--- config.mk ---
export PLATFORM = sky130hd
export DESIGN_NAME = ifu_axi_fetch_bridge
export DESIGN_NICKNAME = d
export VERILOG_FILES = /design/src/rtl/ifu_axi_fetch_bridge_pkg.sv /design/src/rtl/ifu_fetch_watchdog.sv /design/src/rtl/ifu_axi_fetch_bridge.sv
export SDC_FILE = /design/constraint.sdc
export NUM_CORES = 1
export LEC_CHECK = 0
export ABC_AREA = 0
export CORE_ASPECT_RATIO = 0.75
export CORE_MARGIN = 3
export CORE_UTILIZATION = 39
export DETAILED_ROUTE_END_ITERATION = 16
export HOLD_SLACK_MARGIN = 0.15
export PLACE_DENSITY = 0.8
export RECOVER_POWER = 100
export REMOVE_ABC_BUFFERS = 1
export SYNTH_ARGS = -nofsm -noshare
export SYNTH_HDL_FRONTEND = slang
export SYNTH_HIERARCHICAL = 1
export SYNTH_SLANG_ARGS = --single-unit
--- constraint.sdc ---
create_clock -name clk -period 2.05 [get_ports clk]
set_input_delay 0.3075 -clock clk [delete_from_list [all_inputs] [get_ports clk]]
set_output_delay 0.3075 -clock clk [all_outputs]
set_load 0.01 [all_outputs]
--- src/rtl/ifu_axi_fetch_bridge_pkg.sv ---
`default_nettype none
// ============================================================================
// Module   : ifu_axi_fetch_bridge_pkg
// Purpose  : Shared types and constants for the IFU-to-AXI4-Lite fetch bridge.
// Revision : 1.0 - initial release
// ============================================================================
package ifu_axi_fetch_bridge_pkg;

  localparam int c_def_addr_w = 32;
  localparam int c_def_data_w = 32;

  localparam logic [1:0] c_resp_okay    = 2'b00;
  // Instruction fetch, secure, unprivileged.
  localparam logic [2:0] c_arprot_instr = 3'b100;

  typedef enum logic [1:0] {
    ST_IDLE = 2'd0,
    ST_AR   = 2'd1,
    ST_R    = 2'd2,
    ST_DROP = 2'd3
  } state_e;

  // Any response other than OKAY is reported to the IFU as a fetch error.
  function automatic logic resp_is_err(input logic [1:0] resp);
    return resp != c_resp_okay;
  endfunction

endpackage
`default_nettype wire

--- src/rtl/ifu_fetch_watchdog.sv ---
`default_nettype none
// ============================================================================
// Module   : ifu_fetch_watchdog
// Purpose  : Cycle counter that pulses o_expire once TIMEOUT_CYCLES cycles
//            have been spent with i_run high since the last clear.
// Revision : 1.0 - initial release
// ============================================================================
module ifu_fetch_watchdog
  import ifu_axi_fetch_bridge_pkg::*;
#(
  parameter int TIMEOUT_CYCLES = 255
) (
  input  logic clk,
  input  logic rst,
  input  logic i_clear,
  input  logic i_run,
  output logic o_expire
);

  localparam int                 c_cnt_w = $clog2(TIMEOUT_CYCLES + 1);
  localparam logic [c_cnt_w-1:0] c_last  = c_cnt_w'(TIMEOUT_CYCLES - 1);
  localparam logic [c_cnt_w-1:0] c_one   = c_cnt_w'(1);

  logic [c_cnt_w-1:0] r_cnt;

  // Expiry restarts the count so a following wait gets a full window too.
  always_ff @(posedge clk) begin
    if (!rst) begin
      r_cnt <= '0;
    end else if (i_clear || o_expire) begin
      r_cnt <= '0;
    end else if (i_run) begin
      r_cnt <= r_cnt + c_one;
    end
  end

  assign o_expire = i_run && (r_cnt == c_last);

endmodule
`default_nettype wire

--- src/rtl/ifu_axi_fetch_bridge.sv ---
`default_nettype none
// ============================================================================
// Module   : ifu_axi_fetch_bridge
// Purpose  : Turns the IFU's level-held fetch request into a single
//            outstanding AXI4-Lite read and returns the word as a one-cycle
//            pulse. A flush discards whatever fetch is pending or in flight.
//            Define IFU_BRIDGE_TIMEOUT_EN to add a response watchdog that
//            answers the IFU with an error after TIMEOUT_CYCLES in R.
// Revision : 1.0 - initial release
// ============================================================================
module ifu_axi_fetch_bridge
  import ifu_axi_fetch_bridge_pkg::*;
#(
  parameter int ADDR_W         = c_def_addr_w,
  parameter int DATA_W         = c_def_data_w,
  parameter int TIMEOUT_CYCLES = 255
) (
  input  logic              clk,
  input  logic              rst,
  input  logic              i_flush,
  input  logic [ADDR_W-1:0] i_ifu_araddr,
  input  logic              i_ifu_arvalid,
  output logic [DATA_W-1:0] o_ifu_rdata,
  output logic              o_ifu_rvalid,
  output logic              o_ifu_rerr,
  output logic              o_busy,
  output logic [ADDR_W-1:0] o_m_araddr,
  output logic              o_m_arvalid,
  output logic [2:0]        o_m_arprot,
  input  logic              i_m_arready,
  input  logic [DATA_W-1:0] i_m_rdata,
  input  logic [1:0]        i_m_rresp,
  input  logic              i_m_rvalid,
  output logic              o_m_rready
);

  state_e r_state;
  logic   r_drop;     // a flush arrived while the AR was outstanding
  logic   w_expire;
  logic   w_unused;

`ifdef IFU_BRIDGE_TIMEOUT_EN
  logic w_wd_clear;
  logic w_wd_run;

  assign w_wd_clear = (r_state == ST_AR);
  assign w_wd_run   = (r_state == ST_R) || (r_state == ST_DROP);

  generate
    if (1) begin : g_watchdog
      ifu_fetch_watchdog #(
        .TIMEOUT_CYCLES (TIMEOUT_CYCLES)
      ) u_watchdog (
        .clk      (clk),
        .rst      (rst),
        .i_clear  (w_wd_clear),
        .i_run    (w_wd_run),
        .o_expire (w_expire)
      );
    end
  endgenerate
`else
  assign w_expire = 1'b0;
`endif

  // Fetches are word aligned, so the low address bits never reach the bus.
  assign w_unused = ^{i_ifu_araddr[1:0], (TIMEOUT_CYCLES > 0)};

  assign o_busy     = (r_state != ST_IDLE);
  assign o_m_arprot = c_arprot_instr;

  // Fetch sequencer: one read in flight, all IFU/AXI outputs registered.
  always_ff @(posedge clk) begin
    if (!rst) begin
      r_state      <= ST_IDLE;
      r_drop       <= 1'b0;
      o_m_araddr   <= '0;
      o_m_arvalid  <= 1'b0;
      o_m_rready   <= 1'b0;
      o_ifu_rvalid <= 1'b0;
      o_ifu_rerr   <= 1'b0;
      o_ifu_rdata  <= '0;
    end else begin
      o_ifu_rvalid <= 1'b0;
      o_ifu_rerr   <= 1'b0;
      case (r_state)
        ST_IDLE: begin
          // Flush outranks a new request; the IFU keeps it held anyway.
          if (i_ifu_arvalid && !i_flush) begin
            o_m_araddr  <= {i_ifu_araddr[ADDR_W-1:2], 2'b00};
            o_m_arvalid <= 1'b1;
            r_drop      <= 1'b0;
            r_state     <= ST_AR;
          end
        end
        ST_AR: begin
          // The AR cannot be withdrawn, so a flush only marks it for discard.
          if (i_flush) begin
            r_drop <= 1'b1;
          end
          if (i_m_arready) begin
            o_m_arvalid <= 1'b0;
            o_m_rready  <= 1'b1;
            r_state     <= (r_drop || i_flush) ? ST_DROP : ST_R;
          end
        end
        ST_R: begin
          if (i_m_rvalid) begin
            o_m_rready <= 1'b0;
            r_state    <= ST_IDLE;
            if (!i_flush) begin
              o_ifu_rvalid <= 1'b1;
              o_ifu_rdata  <= i_m_rdata;
              o_ifu_rerr   <= resp_is_err(i_m_rresp);
            end
          end else if (i_flush) begin
            r_drop  <= 1'b1;
            r_state <= ST_DROP;
          end else if (w_expire) begin
            // Answer the IFU now; the late beat is still absorbed in DROP.
            o_ifu_rvalid <= 1'b1;
            o_ifu_rerr   <= 1'b1;
            o_ifu_rdata  <= '0;
            r_drop       <= 1'b1;
            r_state      <= ST_DROP;
          end
        end
        ST_DROP: begin
          if (i_m_rvalid || w_expire) begin
            o_m_rready <= 1'b0;
            r_drop     <= 1'b0;
            r_state    <= ST_IDLE;
          end
        end
        default: begin
          r_state <= ST_IDLE;
        end
      endcase
    end
  end

endmodule
`default_nettype wire

Word level (Yosys, flattened, before mapping)
Index checks and enable logic that the tools add are counted.
{"block": "op_classes", "n_bitwise": 4, "n_mux": 18, "n_reduce_logical": 17, "eq_ne": 9}
{"cell": "3-bit AND reduction", "n": 5}
{"cell": "2-bit two-way mux", "n": 5}
{"cell": "1-bit two-way mux", "n": 9}
{"cell": "2-bit != test (second input constant)", "n": 4}
{"cell": "2-bit case mux with 4 select lines", "n": 1}
{"cell": "2-bit nonzero test", "n": 4}
{"cell": "2-bit == test (second input constant)", "n": 2}
{"cell": "1-bit NOT", "n": 4}
{"cell": "1-bit case mux with 2 select lines", "n": 2}
{"cell": "1-bit case mux with 4 select lines", "n": 1}
{"cell": "4-bit AND reduction", "n": 1}
{"cell": "4-bit OR reduction", "n": 1}
{"cell": "3-bit != test (second input constant)", "n": 1}
{"cell": "2-bit by 1-bit == test with 1-bit output (second input constant)", "n": 1}
{"cell": "2-bit logical NOT", "n": 1}
{"cell": "2-bit by 1-bit != test with 1-bit output (second input constant)", "n": 1}
{"cell": "2-bit AND reduction", "n": 1}
{"cell": "2-bit OR reduction", "n": 1}
{"cell": "1-bit logical AND", "n": 1}
{"cell": "1-bit logical NOT", "n": 1}
{"cell": "1-bit logical OR", "n": 1}
{"block": "totals", "regBits": 69, "wordCells": 56}

Depth between registers and ports, before layout
Gate-level depths: netlist (run 1).
{"block": "depth", "depth_word": 4, "depth_mapped": 8, "ltp_nobuf": 6}

Least setup slack after synthesis (run 1)
Ideal clock, no wire load.
{"block": "synth_path", "path_kind": "register -> register", "startpoint": "register r_state[0]", "endpoint": "register o_ifu_rdata[17]", "setup_time_ns": 0.132, "slack_ns": 0.534, "synth_period_minus_slack_ns": 1.516, "path_stages_with_launch": 9, "arrival_time_ns": 1.384, "path_buffers": 2, "cell_sequence": "dfxtp_1 -> inv_1 -> ha_1 -> nor2b_2 -> and2_1 -> buf_2 -> buf_6 -> nand2_1 -> a21oi_2"}
{"block": "synth_via", "elab_chain_cells": 2}
{"element": "from (decl)", "line": "ifu_axi_fetch_bridge.sv:37", "text": "state_e r_state;"}
{"element": "from (signal assigned)", "line": "ifu_axi_fetch_bridge.sv:104", "text": "r_state <= (r_drop || i_flush) ? ST_DROP : ST_R;"}
{"element": "2-bit == test", "line": "ifu_axi_fetch_bridge.sv:86", "text": "case (r_state)"}
{"element": "3-bit AND reduction (no line)"}
{"element": "to (signal assigned)", "line": "ifu_axi_fetch_bridge.sv:113", "text": "o_ifu_rdata <= i_m_rdata;"}
{"element": "to (decl)", "line": "ifu_axi_fetch_bridge.sv:23", "text": "output logic [DATA_W-1:0] o_ifu_rdata,"}
Every way passes these cells.
A chain may end at the register's enable or synchronous reset.

Final worst setup path (run 1)
{"block": "layout_path", "startpoint": "register r_state[1]", "endpoint": "output port o_busy"}
{"block": "layout_via", "elab_chain_cells": 1}
{"element": "2-bit nonzero test", "line": "ifu_axi_fetch_bridge.sv:69", "text": "assign o_busy = (r_state != ST_IDLE);"}
{"element": "to (decl)", "line": "ifu_axi_fetch_bridge.sv:26", "text": "output logic o_busy,"}
Every way passes these cells.

==> impl_metrics.prom, run 1 <==
# TYPE chip_impl_metric gauge
chip_impl_metric{name="dieHeight",unit="um"} 77.6
chip_impl_info{name="clock_tree_from_tritoncts",value="built"} 1
chip_impl_metric{name="grt_antenna_before_repair",unit=""} 0
chip_impl_metric{name="io_pins",unit=""} 144
chip_impl_metric{name="p_int",unit="mW"} 2.75
chip_impl_metric{name="final.setup.worst_slack",unit="ps"} 145
chip_impl_metric{name="clk-insertion-delay-late",unit="ps"} 340
chip_impl_metric{name="synth-edff-count",unit=""} 0
chip_impl_metric{name="timing.final.max_slew_violations",unit=""} 0
chip_impl_info{name="holdCritPathClass",value="reg2reg"} 1
chip_impl_metric{name="clkPwrFrac",unit=""} 0.344
chip_impl_metric{name="finalClockSkew",unit="ps"} 5.16
chip_impl_metric{name="clock_sink_count",unit=""} 69
chip_impl_metric{name="dieArea",unit="sq um"} 7880
chip_impl_metric{name="wire_length_of_the_first_global_routing_pass",unit="mm"} 11.8
chip_impl_info{name="worstSetupStartpointType",value="flip-flop"} 1
chip_impl_metric{name="final.min_clock_period",unit="ps"} 1900
chip_impl_metric{name="gr-total-overflow",unit=""} 0
chip_impl_metric{name="cts.path.max_buffers",unit=""} 2
chip_impl_metric{name="yosys_warnings",unit=""} 6
chip_impl_metric{name="power-per-cell-area",unit="nW/um^2"} 886
chip_impl_metric{name="ir_worst_vdd",unit="uV"} 493
chip_impl_metric{name="nets",unit=""} 540
chip_impl_metric{name="starting_utilization_of_the_core_area",unit=""} 0.412
chip_impl_metric{name="cts_htree_levels",unit=""} 3
chip_impl_metric{name="place.port_buffers",unit=""} 136
chip_impl_metric{name="finalPower",unit="mW"} 3.82
chip_impl_metric{name="path_clk_slew",unit="ps"} 70
chip_impl_metric{name="synth_cell_type_count",unit=""} 33
chip_impl_metric{name="drt-total-wl",unit="mm"} 7.43
chip_impl_metric{name="core_region_area",unit="sq um"} 6470
chip_impl_metric{name="tritoncts.num_buffers",unit=""} 9
chip_impl_metric{name="n_fill_cell",unit=""} 553
chip_impl_metric{name="achievable-frequency",unit="GHz"} 0.525
chip_impl_metric{name="power.leakage",unit="nW"} 1.76
chip_impl_metric{name="grt_pass1_vias",unit=""} 2514
chip_impl_metric{name="syn-cell-area",unit="sq um"} 2670
chip_impl_metric{name="route.detailed.drc",unit=""} 0
chip_impl_metric{name="design_area",unit="sq um"} 4320
chip_impl_metric{name="via_per_instance_ratio",unit=""} 4.83
chip_impl_info{name="worstSetupEndpointType",value="primary output"} 1
chip_impl_metric{name="place_congestion",unit=""} 0.845
chip_impl_info{name="most_used_cells_in_the_layout_excluding_fill_and_tap_cells",value="127 x sky130_fd_sc_hd__nand2_1, 69 x sky130_fd_sc_hd__clkdlybuf4s50_1, 68 x sky130_fd_sc_hd__dfxtp_1, 66 x sky130_fd_sc_hd__dlygate4sd3_1, 61 x sky130_fd_sc_hd__a21oi_1"} 1
chip_impl_metric{name="synth.yosys.seq_area_share",unit=""} 0.518
chip_impl_metric{name="finalNonFillerCells",unit=""} 547
chip_impl_metric{name="fin_util",unit=""} 0.667
chip_impl_metric{name="std_cell_rows",unit=""} 25
chip_impl_metric{name="p_seq_frac",unit=""} 0.403
chip_impl_metric{name="post-route-period-util",unit=""} 0.929
chip_impl_info{name="clock_tree.root_cell",value="sky130_fd_sc_hd__clkbuf_8"} 1
chip_impl_metric{name="detailed_place_hpwl",unit="mm"} 5.44
chip_impl_metric{name="drt.antenna.violating_nets",unit=""} 0
chip_impl_metric{name="finalSetupViolations",unit=""} 0
chip_impl_info{name="prevailing_post_synth_register_cell",value="sky130_fd_sc_hd__dfxtp_1"} 1
chip_impl_metric{name="grt_start_max_net_pins",unit=""} 34
chip_impl_info{name="rsz0062_at_grt",value="no"} 1
chip_impl_metric{name="power.combinational.fraction",unit=""} 0.253
chip_impl_info{name="timing_worst_setup_path_type",value="reg2out"} 1
chip_impl_metric{name="track_usage",unit=""} 0.190
chip_impl_metric{name="tns",unit="ps"} 0
chip_impl_metric{name="ff_latch_count_synth",unit=""} 69
chip_impl_metric{name="antenna_cells",unit=""} 0
chip_impl_metric{name="first_pass_detailed_route_iteration_total",unit=""} 4
chip_impl_metric{name="post_synth_inst_count",unit=""} 328
chip_impl_metric{name="placed_cells",unit=""} 531
chip_impl_metric{name="reg_area",unit="sq um"} 1380
chip_impl_metric{name="flow.area_growth_from_synthesis",unit="%"} 61.8
chip_impl_info{name="layout.cells.most_common",value="sky130_fd_sc_hd__nand2_1"} 1
chip_impl_metric{name="holdWs",unit="ps"} 451
chip_impl_metric{name="sw_frac_of_total",unit=""} 0.280
chip_impl_metric{name="cts_setup_buffers",unit=""} 0
chip_impl_info{name="result_of_the_run",value="finished clean"} 1
chip_impl_metric{name="drive_gt1_frac",unit=""} 0.0730
chip_impl_metric{name="chipWidth",unit="um"} 102
chip_impl_metric{name="power_switching",unit="mW"} 1.07
chip_impl_metric{name="placed_area",unit="sq um"} 4090
chip_impl_metric{name="worst_ep_arrival_time",unit="ps"} 1600
chip_impl_metric{name="detailedRoute.firstIterationViolations",unit=""} 87
chip_impl_metric{name="synth-async-reset-ratio",unit=""} 0
chip_impl_metric{name="drt-wirelength-per-cell",unit="um"} 13.6
chip_impl_metric{name="timing_hold_violations_final",unit=""} 0
chip_impl_metric{name="preCtsSetupSlack",unit="ps"} 141
chip_impl_metric{name="routed-via-count",unit=""} 2640
chip_impl_metric{name="path_max_fanout",unit=""} 6
chip_impl_metric{name="required",unit="ps"} 1740
chip_impl_metric{name="syn-mean-instance-area",unit="sq um"} 8.14
chip_impl_metric{name="multiInputGateArea",unit="sq um"} 1120
chip_impl_metric{name="max_cap_viol_count",unit=""} 0
power groups by stage:
stage | clock network (mW) | logic (mW) | registers [mW]
finish | 1.31 | 0.969 | 1.54
global route | 1.42 | 1.07 | 1.56
CTS | 1.36 | 1.02 | 1.55
detailed placement | 0 | 1.02 | 1.57
global placement | 0 | 0.990 | 1.57
floorplan | 0 | 0.447 | 1.61
cells in the mapped netlist (all sizes together) (2+ instances only):
library cell | n | area, sq um
ha | 7 | 87.6
nand2 | 127 | 477
clkbuf | 7 | 26.3
nor2b | 2 | 15.0
or2 | 2 | 12.5
a21oi | 66 | 360
conb | 2 | 7.51
a311oi | 2 | 17.5
o21ai | 3 | 15.0
buf | 18 | 129
inv | 5 | 18.8
nor2 | 4 | 15.0
dfxtp | 69 | 1380
final cells by class:
class,count,area share
timing repair buffer,144,0.337
clock buffer,10,0.0296
inverter,6,0.00522
sequential,69,0.320
tap,81,0.0235
multi-input combinational,231,0.259
clock inverter,6,0.0258
final timing paths:
path                        from  cells past startpoint  slack (ps)             end
setup reg to reg      r_state[1]                      7         270   o_m_araddr[9]
hold reg to reg   o_m_araddr[22]                      2         450  o_m_araddr[22]
setup / recovery      r_state[1]                      4         150          o_busy
hold / removal    o_m_araddr[22]                      2         450  o_m_araddr[22]
repair_timing:
item / 4_1_cts / 5_1_grt
hold endpoints to repair: 0 / 0
hold buffers: 0 / 0
resized for setup: 3 / 0
endpoints found under the setup margin: 1 / 0
state kept, by name (all words and copies together) (netlist names):
signal,flops
o_ifu_rerr,1
o_ifu_rdata,32
r_drop,1
o_m_araddr,30
o_m_rready,1
r_state,2
o_ifu_rvalid,1
o_m_arvalid,1
critical path, cell delays in order, from the launching register on:
cell and delay (ps):
sky130_fd_sc_hd__dfxtp_1 440, sky130_fd_sc_hd__inv_2 120, sky130_fd_sc_hd__ha_1 270, sky130_fd_sc_hd__inv_1 140, sky130_fd_sc_hd__dlygate4sd2_1 300
cell families after synthesis:
logic type,Yosys count,share of synthesized area
and+or+nand+nor,141,0.211
AOI/OAI and AO/OA,77,0.166
DFF,69,0.518
buffers and inverters,31,0.0666
adders and majority gates,7,0.0328
other,2,0.00281
muxes,1,0.00375
routing by layer:
layer  wire, um  GRT usage  vias up
met1       3060      0.221     1200
met3        913      0.108       12
met2       3340      0.290      109
met4        115     0.0677        0
li1           -          -     1319
met5          0          0        -
Power figures use the tool's default switching activity.
==> inputs of run 2 (changes only) <==
Settings changed: ABC_AREA 0 to 1, CELL_PAD_IN_SITES_DETAIL_PLACEMENT set to 2, CELL_PAD_IN_SITES_GLOBAL_PLACEMENT set to 2, CORE_UTILIZATION 39 to 20, PLACE_DENSITY 0.8 to unset, PLACE_DENSITY_LB_ADDON set to 0.1, REMOVE_ABC_BUFFERS 1 to unset.
==> impl_metrics.prom, run 2 <==
# TYPE chip_impl_metric gauge
chip_impl_info{name="result_of_the_run",value="finished clean"} 1
chip_impl_metric{name="power-per-cell-area",unit="nW/um^2"} 991
chip_impl_metric{name="synth.yosys.seq_area_share",unit=""} 0.509
chip_impl_metric{name="timing.critical_path.slowest_cell_delay",unit="ps"} 530
chip_impl_info{name="prevailing_post_synth_register_cell",value="sky130_fd_sc_hd__dfxtp_1"} 1
chip_impl_metric{name="max_cap_viol_count",unit=""} 0
chip_impl_info{name="holdCritPathClass",value="in2reg"} 1
chip_impl_info{name="synth_most_common_cell",value="sky130_fd_sc_hd__inv_1"} 1
chip_impl_metric{name="worst_ep_arrival_time",unit="ps"} 1630
chip_impl_metric{name="post-route-period-util",unit=""} 0.944
chip_impl_metric{name="largest_reg_flops",unit=""} 32
chip_impl_info{name="cp_cell_sequence",value="inv_1, ha_2, inv_1, clkdlybuf4s50_1"} 1
chip_impl_metric{name="detailedRoute.firstIterationViolations",unit=""} 85
chip_impl_metric{name="first_pass_detailed_route_iteration_total",unit=""} 4
chip_impl_info{name="ys_top_cells_by_area",value="sky130_fd_sc_hd__dfxtp_1 51%, sky130_fd_sc_hd__a21oi_1 12%, sky130_fd_sc_hd__inv_1 9.9%, sky130_fd_sc_hd__o21ai_0 6.3%, sky130_fd_sc_hd__o21ai_1 5.7%"} 1
chip_impl_metric{name="chipWidth",unit="um"} 141
chip_impl_metric{name="critical_path.n_buffers_inverters",unit=""} 3
chip_impl_info{name="layout.cells.most_common",value="sky130_fd_sc_hd__inv_1"} 1
chip_impl_metric{name="flow.area_growth_from_synthesis",unit="%"} 65.5
chip_impl_metric{name="antenna_cells",unit=""} 0
chip_impl_metric{name="post_synth_inst_count",unit=""} 345
chip_impl_metric{name="cts.path.max_buffers",unit=""} 2
chip_impl_metric{name="cts_setup_buffers",unit=""} 0
chip_impl_info{name="worst_path_max_delay_cell",value="sky130_fd_sc_hd__clkdlybuf4s50_1"} 1
chip_impl_metric{name="reg_area",unit="sq um"} 1380
chip_impl_metric{name="ir_worst_vdd",unit="uV"} 384
chip_impl_info{name="worstSetupEndpointType",value="primary output"} 1
chip_impl_metric{name="clk-insertion-delay-late",unit="ps"} 330
chip_impl_info{name="largest_register",value="o_ifu_rdata"} 1
chip_impl_info{name="most_used_cells_in_the_layout_excluding_fill_and_tap_cells",value="72 x sky130_fd_sc_hd__inv_1, 68 x sky130_fd_sc_hd__clkdlybuf4s50_1, 67 x sky130_fd_sc_hd__dlygate4sd3_1, 67 x sky130_fd_sc_hd__dfxtp_1, 66 x sky130_fd_sc_hd__a21oi_1"} 1
chip_impl_metric{name="route.detailed.drc",unit=""} 0
chip_impl_metric{name="yosys.area.top_type_share",unit=""} 0.509
chip_impl_metric{name="path_clk_slew",unit="ps"} 50
chip_impl_metric{name="cts.hold.buffers_added",unit=""} 0
chip_impl_metric{name="clock_sink_count",unit=""} 69
chip_impl_metric{name="via_per_instance_ratio",unit=""} 4.11
chip_impl_metric{name="std_cell_rows",unit=""} 36
chip_impl_metric{name="drive_gt1_frac",unit=""} 0.0501
chip_impl_metric{name="syn-mean-instance-area",unit="sq um"} 7.87
chip_impl_metric{name="finalSetupViolations",unit=""} 0
chip_impl_metric{name="syn-cell-area",unit="sq um"} 2720
chip_impl_metric{name="timing_hold_violations_final",unit=""} 0
chip_impl_info{name="timing_worst_setup_path_type",value="reg2out"} 1
chip_impl_info{name="synth.top_cells.by_count",value="72 x sky130_fd_sc_hd__inv_1, 69 x sky130_fd_sc_hd__dfxtp_1, 66 x sky130_fd_sc_hd__a21oi_1"} 1
chip_impl_metric{name="synth-edff-count",unit=""} 0
chip_impl_metric{name="finalClockSkew",unit="ps"} 6.92
chip_impl_metric{name="grt_antenna_before_repair",unit=""} 0
chip_impl_metric{name="place_congestion",unit=""} 0.694
chip_impl_metric{name="tritoncts.num_buffers",unit=""} 9
chip_impl_metric{name="critical_path_depth",unit=""} 4
chip_impl_info{name="yosys.area.top_type",value="sky130_fd_sc_hd__dfxtp_1"} 1
chip_impl_metric{name="wire_length_of_the_first_global_routing_pass",unit="mm"} 14.5
chip_impl_metric{name="path_max_fanout",unit=""} 7
chip_impl_metric{name="multiInputGateArea",unit="sq um"} 920
chip_impl_metric{name="gr-total-overflow",unit=""} 0
chip_impl_metric{name="starting_utilization_of_the_core_area",unit=""} 0.207
chip_impl_metric{name="dieHeight",unit="um"} 107
chip_impl_metric{name="io_pins",unit=""} 144
chip_impl_metric{name="nets",unit=""} 553
chip_impl_metric{name="timing.final.max_slew_violations",unit=""} 0
chip_impl_metric{name="n_fill_cell",unit=""} 1513
chip_impl_metric{name="core_region_area",unit="sq um"} 13200
chip_impl_metric{name="achievable-frequency",unit="GHz"} 0.517
chip_impl_metric{name="drt-wirelength-per-cell",unit="um"} 14.0
chip_impl_metric{name="grt_pass1_vias",unit=""} 2785
chip_impl_metric{name="worst-r2r-cell-count",unit=""} 6
chip_impl_metric{name="power.leakage",unit="nW"} 1.87
chip_impl_info{name="cp_top_family",value="buffers and inverters"} 1
chip_impl_metric{name="detailed_place_hpwl",unit="mm"} 6.75
chip_impl_info{name="clock_tree_from_tritoncts",value="built"} 1
chip_impl_metric{name="tns",unit="ps"} 0
chip_impl_info{name="rsz0062_at_grt",value="no"} 1
chip_impl_info{name="worstSetupStartpointType",value="flip-flop"} 1
chip_impl_metric{name="holdWs",unit="ps"} 311
chip_impl_info{name="largest_registers",value="o_ifu_rdata x32, o_m_araddr x30, r_state x2"} 1
chip_impl_metric{name="ff_latch_count_synth",unit=""} 69
chip_impl_metric{name="headroom_to_the_max_slew_limit",unit=""} 0.613
chip_impl_metric{name="grt_start_max_net_pins",unit=""} 66
chip_impl_metric{name="place.port_buffers",unit=""} 136
chip_impl_metric{name="drt.antenna.violating_nets",unit=""} 0
chip_impl_info{name="critical-path-top-cell-by-count",value="sky130_fd_sc_hd__inv_1"} 1
chip_impl_metric{name="dieArea",unit="sq um"} 15000
chip_impl_metric{name="synth_cell_type_count",unit=""} 21
chip_impl_metric{name="required",unit="ps"} 1740
chip_impl_metric{name="cts_htree_levels",unit=""} 3
chip_impl_info{name="clock_tree.root_cell",value="sky130_fd_sc_hd__clkbuf_16"} 1
chip_impl_metric{name="final.min_clock_period",unit="ps"} 1940
chip_impl_metric{name="synth-async-reset-ratio",unit=""} 0
chip_impl_metric{name="routed-via-count",unit=""} 2673
chip_impl_metric{name="track_usage",unit=""} 0.122
chip_impl_metric{name="drt-total-wl",unit="mm"} 9.09
chip_impl_metric{name="hold-path-cell-count",unit=""} 3
chip_impl_metric{name="worst_margin_slew",unit="ps"} 581
chip_impl_metric{name="yosys_warnings",unit=""} 6
run 2: final timing paths:
check / startpoint / to / slack, ps
max: r_state[1] / o_busy / 110
min: rst / r_state[1] / 310
max reg2reg: r_state[1] / o_m_araddr[7] / 300
min reg2reg: o_m_araddr[17] / o_m_araddr[17] / 440
run 2: through the flow:
| stage | total power [mW] | instance area, sq um | setup WS, ps | instances | util |
|---|---|---|---|---|---|
| after floorplan | 2.35 | 2730 | 723 | 348 | - |
| after global placement | 3.01 | 4220 | 306 | 634 | 0.321 |
| after detailed placement | 3.07 | 4220 | 283 | 634 | 0.321 |
| after CTS | 4.66 | 4520 | 15.1 | 650 | 0.344 |
| after global routing | 4.79 | 4500 | 15.4 | 650 | 0.342 |
| final | 4.45 | 4500 | 115 | 650 | 0.342 |
run 2: cells by family (layout without fill, tap and decap cells):
logic type	Yosys count	after routing	share of synthesized area
DFF	69	69	0.509
AOI/OAI and AO/OA	131	131	0.241
buffers and inverters	98	229	0.153
and+or+nand+nor	38	38	0.0617
other	2	5	0.00276
adders and majority gates	7	7	0.0322
run 2: final cells by class:
class,instances,share of cell area
Sequential cell,69,0.308
Inverter,73,0.0609
Clock buffer,12,0.0548
Clock inverter,4,0.0106
Tap cell,171,0.0476
Timing Repair Buffer,140,0.314
Multi-Input combinational cell,181,0.205
run 2: power by group:
| group | leakage [nW] | internal, mW | switching, mW | total [mW] |
|---|---|---|---|---|
| clock | 0.143 | 0.971 | 0.575 | 1.55 |
| sequential | 0.563 | 1.55 | 0.103 | 1.66 |
| combinational | 1.16 | 0.598 | 0.654 | 1.25 |
| total | 1.87 | 3.12 | 1.33 | 4.45 |
run 2: what timing repair did:
item,CTS,global route
setup endpoints to repair,1,1
cloned,0,0
gates resized for setup,2,1
hold endpoints to repair,0,0
run 2: worst register-to-register path: cells and delay by family (launching register included):
kind,cells,cell delay [ps]
AO/OA/AOI/OAI,2,400
AND/OR/NAND/NOR,1,80
buffers and inverters,2,540
adder cells (fa/ha/maj),1,260
flip-flops,1,340
run 2: per-layer routing:
layer | GRT usage | routed length [um] | vias up | share of wire
li1 | - | - | 1339 | -
met4 | 0.0270 | 70 | 0 | 0.0077
met2 | 0.188 | 4030 | 82 | 0.44
met1 | 0.148 | 4050 | 1246 | 0.45
met5 | 0 | 0 | - | 0
met3 | 0.0727 | 937 | 6 | 0.10
